$ cat src/rtl/aq_axi_sdma64_intctl_pkg.sv
// rtl/aq_axi_sdma64_intctl_pkg.sv - shared constants and types for the SDMA64 interrupt controller
package aq_axi_sdma64_intctl_pkg;

  localparam logic [1:0] ADDR_STATUS   = 2'd0;
  localparam logic [1:0] ADDR_MASK     = 2'd1;
  localparam logic [1:0] ADDR_COAL_CFG = 2'd2;
  localparam logic [1:0] ADDR_CTRL     = 2'd3;

  localparam int CTRL_GIE   = 0;
  localparam int CTRL_FORCE = 1;

  localparam int THR_RST = 1;
  localparam int TMO_RST = 0;

  typedef enum logic [1:0] {
    ST_IDLE  = 2'd0,
    ST_ACCUM = 2'd1,
    ST_FIRE  = 2'd2
  } coal_state_t;

endpackage

$ cat src/rtl/aq_axi_sdma64_intctl_coal.sv
// rtl/aq_axi_sdma64_intctl_coal.sv - coalescing FSM with saturating event counter and timeout timer
module aq_axi_sdma64_intctl_coal
  import aq_axi_sdma64_intctl_pkg::*;
#(
  parameter int CNT_W = 8,
  parameter int TMO_W = 16
) (
  input  logic             clk,
  input  logic             rst,
  input  logic             evt,
  input  logic             pending,
  input  logic [CNT_W-1:0] thr,
  input  logic [TMO_W-1:0] tmo,
  output logic             fire,
  output logic [CNT_W-1:0] count
);

  coal_state_t      state_q, state_d;
  logic [CNT_W-1:0] count_q, count_d, count_inc;
  logic [TMO_W-1:0] timer_q, timer_d;
  logic [CNT_W:0]   count_sum;
  logic             count_hit, tmo_hit;

  assign count_sum = {1'b0, count_q} + {{CNT_W{1'b0}}, evt};
  assign count_hit = count_sum >= {1'b0, thr};
  assign tmo_hit   = (tmo != '0) && (timer_q == tmo - TMO_W'(1));
  assign count_inc = (evt && (count_q != '1)) ? count_q + CNT_W'(1) : count_q;

  always_comb begin
    state_d = state_q;
    count_d = count_q;
    timer_d = timer_q;
    case (state_q)
      ST_IDLE: begin
        if (evt) begin
          count_d = CNT_W'(1);
          timer_d = '0;
          state_d = (thr <= CNT_W'(1)) ? ST_FIRE : ST_ACCUM;
        end
      end
      ST_ACCUM: begin
        count_d = count_inc;
        timer_d = timer_q + TMO_W'(1);
        if (count_hit || tmo_hit) begin
          state_d = ST_FIRE;
        end else if (!pending) begin
          state_d = ST_IDLE;
          count_d = '0;
          timer_d = '0;
        end
      end
      ST_FIRE: begin
        if (!pending) begin
          state_d = ST_IDLE;
          count_d = '0;
          timer_d = '0;
        end
      end
      default: begin
        state_d = ST_IDLE;
        count_d = '0;
        timer_d = '0;
      end
    endcase
  end

  always_ff @(posedge clk or posedge rst) begin
    if (rst) begin
      state_q <= ST_IDLE;
      count_q <= '0;
      timer_q <= '0;
    end else begin
      state_q <= state_d;
      count_q <= count_d;
      timer_q <= timer_d;
    end
  end

  assign fire  = (state_q == ST_FIRE);
  assign count = count_q;

endmodule

$ cat src/rtl/aq_axi_sdma64_intctl.sv
// rtl/aq_axi_sdma64_intctl.sv - sticky status/mask interrupt controller; coalescing under AQ_AXI_SDMA64_INTCTL_COALESCE_EN
module aq_axi_sdma64_intctl
  import aq_axi_sdma64_intctl_pkg::*;
#(
  parameter int NUM_SRC = 4,
  parameter int CNT_W   = 8,
  parameter int TMO_W   = 16
) (
  input  logic               CLK,
  input  logic               RST,
  input  logic [NUM_SRC-1:0] SRC_PULSE,
  input  logic               REG_WE,
  input  logic               REG_RE,
  input  logic [1:0]         REG_ADDR,
  input  logic [31:0]        REG_WDATA,
  output logic [31:0]        REG_RDATA,
  output logic               IRQ,
  output logic [CNT_W-1:0]   EVT_CNT
);

  logic [NUM_SRC-1:0] status_q, status_d, mask_q, mask_d, w1c;
  logic               gie_q, wr_status, wr_mask, wr_ctrl, irq_d;
  logic [31:0]        coal_cfg_rd, rd_mux;
  logic               unused_wdata;

  assign wr_status = REG_WE && (REG_ADDR == ADDR_STATUS);
  assign wr_mask   = REG_WE && (REG_ADDR == ADDR_MASK);
  assign wr_ctrl   = REG_WE && (REG_ADDR == ADDR_CTRL);

  // Pulse is OR-ed after the clear so a same-cycle set always wins.
  assign w1c      = wr_status ? REG_WDATA[NUM_SRC-1:0] : '0;
  assign status_d = (status_q & ~w1c) | SRC_PULSE;
  assign mask_d   = wr_mask ? REG_WDATA[NUM_SRC-1:0] : mask_q;
  assign unused_wdata = ^REG_WDATA;

`ifdef AQ_AXI_SDMA64_INTCTL_COALESCE_EN
  logic             wr_coal, evt, fire;
  logic [CNT_W-1:0] thr_q;
  logic [TMO_W-1:0] tmo_q;

  assign wr_coal = REG_WE && (REG_ADDR == ADDR_COAL_CFG);
  assign evt     = (|(SRC_PULSE & mask_q)) || (wr_ctrl && REG_WDATA[CTRL_FORCE]);

  always_ff @(posedge CLK or posedge RST) begin
    if (RST) begin
      thr_q <= CNT_W'(THR_RST);
      tmo_q <= TMO_W'(TMO_RST);
    end else if (wr_coal) begin
      thr_q <= REG_WDATA[CNT_W-1:0];
      tmo_q <= REG_WDATA[16 +: TMO_W];
    end
  end

  // The FSM sees next-cycle pending so a W1C or mask clear returns it to IDLE on the same edge.
  aq_axi_sdma64_intctl_coal #(
    .CNT_W (CNT_W),
    .TMO_W (TMO_W)
  ) u_coal (
    .clk     (CLK),
    .rst     (RST),
    .evt     (evt),
    .pending (|(status_d & mask_d)),
    .thr     (thr_q),
    .tmo     (tmo_q),
    .fire    (fire),
    .count   (EVT_CNT)
  );

  assign coal_cfg_rd = 32'(thr_q) | (32'(tmo_q) << 16);
  assign irq_d       = fire & gie_q;
`else
  assign coal_cfg_rd = '0;
  assign EVT_CNT     = '0;
  assign irq_d       = gie_q & (|(status_q & mask_q));
`endif

  always_comb begin
    rd_mux = '0;
    case (REG_ADDR)
      ADDR_STATUS:   rd_mux = 32'(status_q);
      ADDR_MASK:     rd_mux = 32'(mask_q);
      ADDR_COAL_CFG: rd_mux = coal_cfg_rd;
      ADDR_CTRL:     rd_mux = {31'd0, gie_q};
      default:       rd_mux = '0;
    endcase
  end

  always_ff @(posedge CLK or posedge RST) begin
    if (RST) begin
      status_q  <= '0;
      mask_q    <= '0;
      gie_q     <= 1'b0;
      IRQ       <= 1'b0;
      REG_RDATA <= '0;
    end else begin
      status_q <= status_d;
      mask_q   <= mask_d;
      if (wr_ctrl) gie_q <= REG_WDATA[CTRL_GIE];
      IRQ <= irq_d;
      if (REG_RE) REG_RDATA <= rd_mux;
    end
  end

endmodule

$ cat config.mk
export PLATFORM = sky130hd
export DESIGN_NAME = aq_axi_sdma64_intctl
export DESIGN_NICKNAME = d
export VERILOG_FILES = /design/src/rtl/aq_axi_sdma64_intctl_pkg.sv /design/src/rtl/aq_axi_sdma64_intctl_coal.sv /design/src/rtl/aq_axi_sdma64_intctl.sv
export SDC_FILE = /design/constraint.sdc
export NUM_CORES = 1
export LEC_CHECK = 0
export ABC_AREA = 1
export CORE_MARGIN = 3
export CORE_UTILIZATION = 60
export CTS_BUF_LIST = sky130_fd_sc_hd__clkbuf_8
export CTS_CLUSTER_SIZE = 20
export DETAILED_ROUTE_END_ITERATION = 8
export DONT_BUFFER_PORTS = 1
export GPL_TIMING_DRIVEN = 1
export PLACE_DENSITY_LB_ADDON = 0.1
export SYNTH_ARGS = -nofsm -noshare
export SYNTH_HDL_FRONTEND = slang
export SYNTH_HIERARCHICAL = 1
export SYNTH_SLANG_ARGS = --single-unit
$ cat constraint.sdc
create_clock -name CLK -period 1.8 [get_ports CLK]
set_input_delay 0.09 -clock CLK [delete_from_list [all_inputs] [get_ports CLK]]
set_output_delay 0.09 -clock CLK [all_outputs]
set_load 0.005 [all_outputs]
**Yosys cells after proc, flatten, opt, wreduce, memory -nomap -nowiden**

Cells that the tools add are included.

- Reduce and logical (&&, ||, !) cells: 5
- Bitwise logic cells: 5
- Muxes and demuxes: 2
- Equality and inequality tests: 3

Operator list:

| operator | number |
|---|---|
| 32-bit one-hot mux with 4 select lines | 1 |
| 4-bit AND | 2 |
| 2-bit == test, second input constant | 2 |
| 4-bit two-way mux | 1 |
| 4-bit inverter | 1 |
| 4-bit bitwise OR | 1 |
| 4-bit OR reduction | 1 |
| 1-bit logical AND | 3 |
| 2-bit by 1-bit == test with 1-bit output, second input constant | 1 |
| 2-bit zero test | 1 |
| 1-bit AND | 1 |

- Output and inout bits: 41
- Input bits: 42
- Register bits after elaboration: 42

**Depth between registers and ports, before layout**

- Word-level depth: 6
- Gate-level depth with buffers: 6
- Mapped depth without buffers: 6

**Worst setup path before layout**

Ideal clock, no wire load.

- Path type: reg-to-reg
- Start point: register status_q[2]
- End point: register IRQ
- Arrival: 0.625 ns
- Library setup time: 0.119 ns
- Required time: 1.681 ns
- Buffers on the path: 0
- Stages on the path, launching flop included: 4
- Setup slack: 1.056 ns
- Cell sequence: dfrtp_1 > nand2_1 > nand4_1 > and2_1

- Cells in the longest elaborated chain, start to end: 3

Ends and longest elaborated chain:

| item | line | text |
|---|---|---|
| start, declared | aq_axi_sdma64_intctl.sv:21 | `logic [NUM_SRC-1:0] status_q, status_d, mask_q, mask_d, w1c;` |
| start signal, assigned | aq_axi_sdma64_intctl.sv:96 | `status_q <= status_d;` |
| 4-bit AND | aq_axi_sdma64_intctl.sv:74 | `assign irq_d = gie_q & (\|(status_q & mask_q));` |
| 4-bit OR reduction | aq_axi_sdma64_intctl.sv:74 |  |
| 1-bit AND | aq_axi_sdma64_intctl.sv:74 |  |
| net irq_d | aq_axi_sdma64_intctl.sv:22 | `logic gie_q, wr_status, wr_mask, wr_ctrl, irq_d;` |
| end signal, assigned | aq_axi_sdma64_intctl.sv:99 | `IRQ <= irq_d;` |
| end, declared | aq_axi_sdma64_intctl.sv:17 | `output logic IRQ,` |

The timed path passes the listed nets, and every way through them passes these cells.
A chain may end at the register's enable or synchronous reset.

**Worst setup path in the final report**

- Start point: register mask_q[3]
- End point: register IRQ

- Cells in the longest elaborated chain, start to end: 3

Ends and longest elaborated chain:

| item | line | text |
|---|---|---|
| start, declared | aq_axi_sdma64_intctl.sv:21 |  |
| start signal, assigned | aq_axi_sdma64_intctl.sv:97 | `mask_q <= mask_d;` |
| 4-bit AND | aq_axi_sdma64_intctl.sv:74 |  |
| 4-bit OR reduction | aq_axi_sdma64_intctl.sv:74 |  |
| 1-bit AND | aq_axi_sdma64_intctl.sv:74 |  |
| net irq_d | aq_axi_sdma64_intctl.sv:22 |  |

The timed path passes the listed nets, and every way through them passes these cells.

==> results.yml <==
drt:
  drc: 0
  ant_nets: 0
  vias_per_cell: 4.252
  drt_iter0_drc: 1
  drt_first_pass_iters: 4
  wl_per_cell_um: 9.664
  routed_wirelength_um: 1382
  num_vias: 608
clock_network:
  clkSinkCount: 14
  clk_latency_ns: 0.25
  htree_levels: 1
  cts_tree: "yes"
  clk_path_buf_depth: 2
  clk_pin_slew_ns: 0.05
  cts_buffers: 3
  postCtsSetupRepairBufs: 0
  cts_root_buffer: "clkbuf_8"
timing:
  setup_violations: 0
  timing.fmax_mhz: 1248
  grt_setup_unrepaired: "false"
  fin_crit_sh_pct: 44.50
  period_needed_ns: 0.8010
  tns_ns: 0
  worst_hold_slack_ns: 0.003991
  finClkSkew_ns: 0.001775
  hold_violations: 0
  slew_viol_final: 0
setup_path:
  crit_path_cell_trace: "nand2_1 -> nand4_1 -> and2_1"
  critPathTopFamily: "flip-flops"
  worstPathArrival_ns: 0.94
  crit_slowest_cell: "dfrtp_1"
  cp_max_fo: 3
  crit_path_end_kind: "register"
  worstSetupPathType: "reg2reg"
  crit_required_ns: 1.94
  worstSetupStartpointType: "register"
  critPathMaxStageDelay_ns: 0.40
  worst-path-buf-inv: 0
power_and_ir_drop:
  p_total_uw: 788.1
  peakVddDrop_v: 0.0008923
  power_density_nw_per_um2: 845.5
  p_leak_nw: 0.5336
global_route:
  grt.total_usage_pct: 13.49
  antenna_found_initial: 0
  grt_max_degree: 15
  grt-ovfl-total: 0
  grt_pass1_wl_um: 1876
  grt_pass1_vias: 461
logic_synthesis:
  synth_area_leader_cell: "dfrtp_1"
  synth_area_leaders: "dfrtp_1, buf_4, nand2_1, inv_1, o21ai_1"
  ys_types: 16
  yosysWarnings: 6
  synth_cells: 118
  yosysTopAreaCellShare_pct: 37.79
  yosysSeqAreaShare_pct: 37.79
  synth_area_um2: 927.1
  synth_seq_cells: 14
  syn_avg_cell_area_um2: 7.857
place:
  numPortBuffers: 0
  dp_hpwl_um: 1074
  place_congestion: 0.7153
outcome:
  status: "finished, final reports clean"
die:
  coreArea_um2: 1366
  ioPinCount: 83
  rows: 13
  fp.dieArea_um2: 2053
  die_x_um: 45.31
  initial_utilization_pct: 67.86
  die_h_um: 45.31
finish:
  post-route-util_pct: 68.22
  diodes: 0
  drive_gt1_share_pct: 9.375
  multi_input_area_um2: 392.9
  fillers: 118
  final-seq-area_um2: 350.3
  final_cell_mix: "conb_1, nand2_1, dfrtp_1, inv_1, dlygate4sd3_1"
  nets: 171
  area_growth_pct: 0.5398
  final_common_cell: "conb_1"
job:
  cap_violations: 0
hold_path:
  hold_class: "in2reg"
metal layers:
layer  up-vias  wire (µm)  GRT usage, %
met4         0         25         8.772
met3         4        183         5.976
met5         -          0             0
li1        304          -             -
met2        37        661         22.88
met1       263        512         13.10
flip-flops by register name, indices dropped and copies added (netlist names):
name	flops
REG_RDATA	4
mask_q	4
status_q	4
IRQ	1
gie_q	1
layout make-up:
cell class | instances | area share [%]
clock buffers | 4 | 5.906
inverters | 12 | 4.832
multi-input cells | 91 | 42.15
flip-flops and latches | 14 | 37.58
well taps | 15 | 2.013
repair buffers | 7 | 7.517
worst register-to-register path, delay by kind of cell (launching register included):
kind | cells | cell delay, ns
simple gates | 3 | 0.29
flops | 1 | 0.40
metrics by stage:
stage                     instance area [µm²]  setup WS (ns)  cells
after floorplan                          1059          1.056    153
after global placement                  807.0          1.010    132
after detailed placement                807.0          1.004    132
after CTS                               932.1         0.9932    143
after global routing                    932.1         0.9408    143
final                                   932.1         0.9990    143
where the power goes:
group          switching [mW]  leakage [nW]  total [mW]  internal (mW)
clock                   0.106        0.0288       0.300          0.194
sequential             0.0260         0.162       0.377          0.351
combinational          0.0683         0.343       0.111         0.0429
total                   0.200         0.534       0.788          0.588
cells in the mapped netlist, drive strengths merged:
cell type,number
nand2,36
buf,36
inv,12
conb,1
o21ai,9
nand3,3
and2,1
dfrtp,14
nor2,5
nand4,1
logic make-up (layout without fill, tap and decap cells):
logic type | Yosys count | after routing | share of synthesized area, %
other | 1 | 36 | 0.4045
DFF | 14 | 14 | 37.79
and+or+nand+nor | 46 | 46 | 21.73
AOI/OAI and AO/OA | 9 | 9 | 6.074
buffers and inverters | 48 | 23 | 34.01
path summary, 6_finish.rpt:
| check | cells past startpoint | slack (ns) | from | to |
|---|---|---|---|---|
| max | 3 | 1.0 | mask_q[3] | IRQ |
| min | 2 | 0.004 | REG_WDATA[1] | mask_q[1] |
| max reg2reg | 3 | 1.0 | mask_q[3] | IRQ |
| min reg2reg | 2 | 0.51 | REG_RDATA[3] | REG_RDATA[3] |
| max in group asynchronous | 2 | 1.15 | RST | mask_q[2] |
| min in group asynchronous | 2 | 0.31 | RST | REG_RDATA[0] |
repair_timing:
item / in CTS / in global routing
hold buffers: 7 / 0
setup endpoints to repair: 0 / 0
endpoints found under the hold margin: 23 / 0
gates resized for setup: 0 / 0
(Power assumes the default switching activity.)
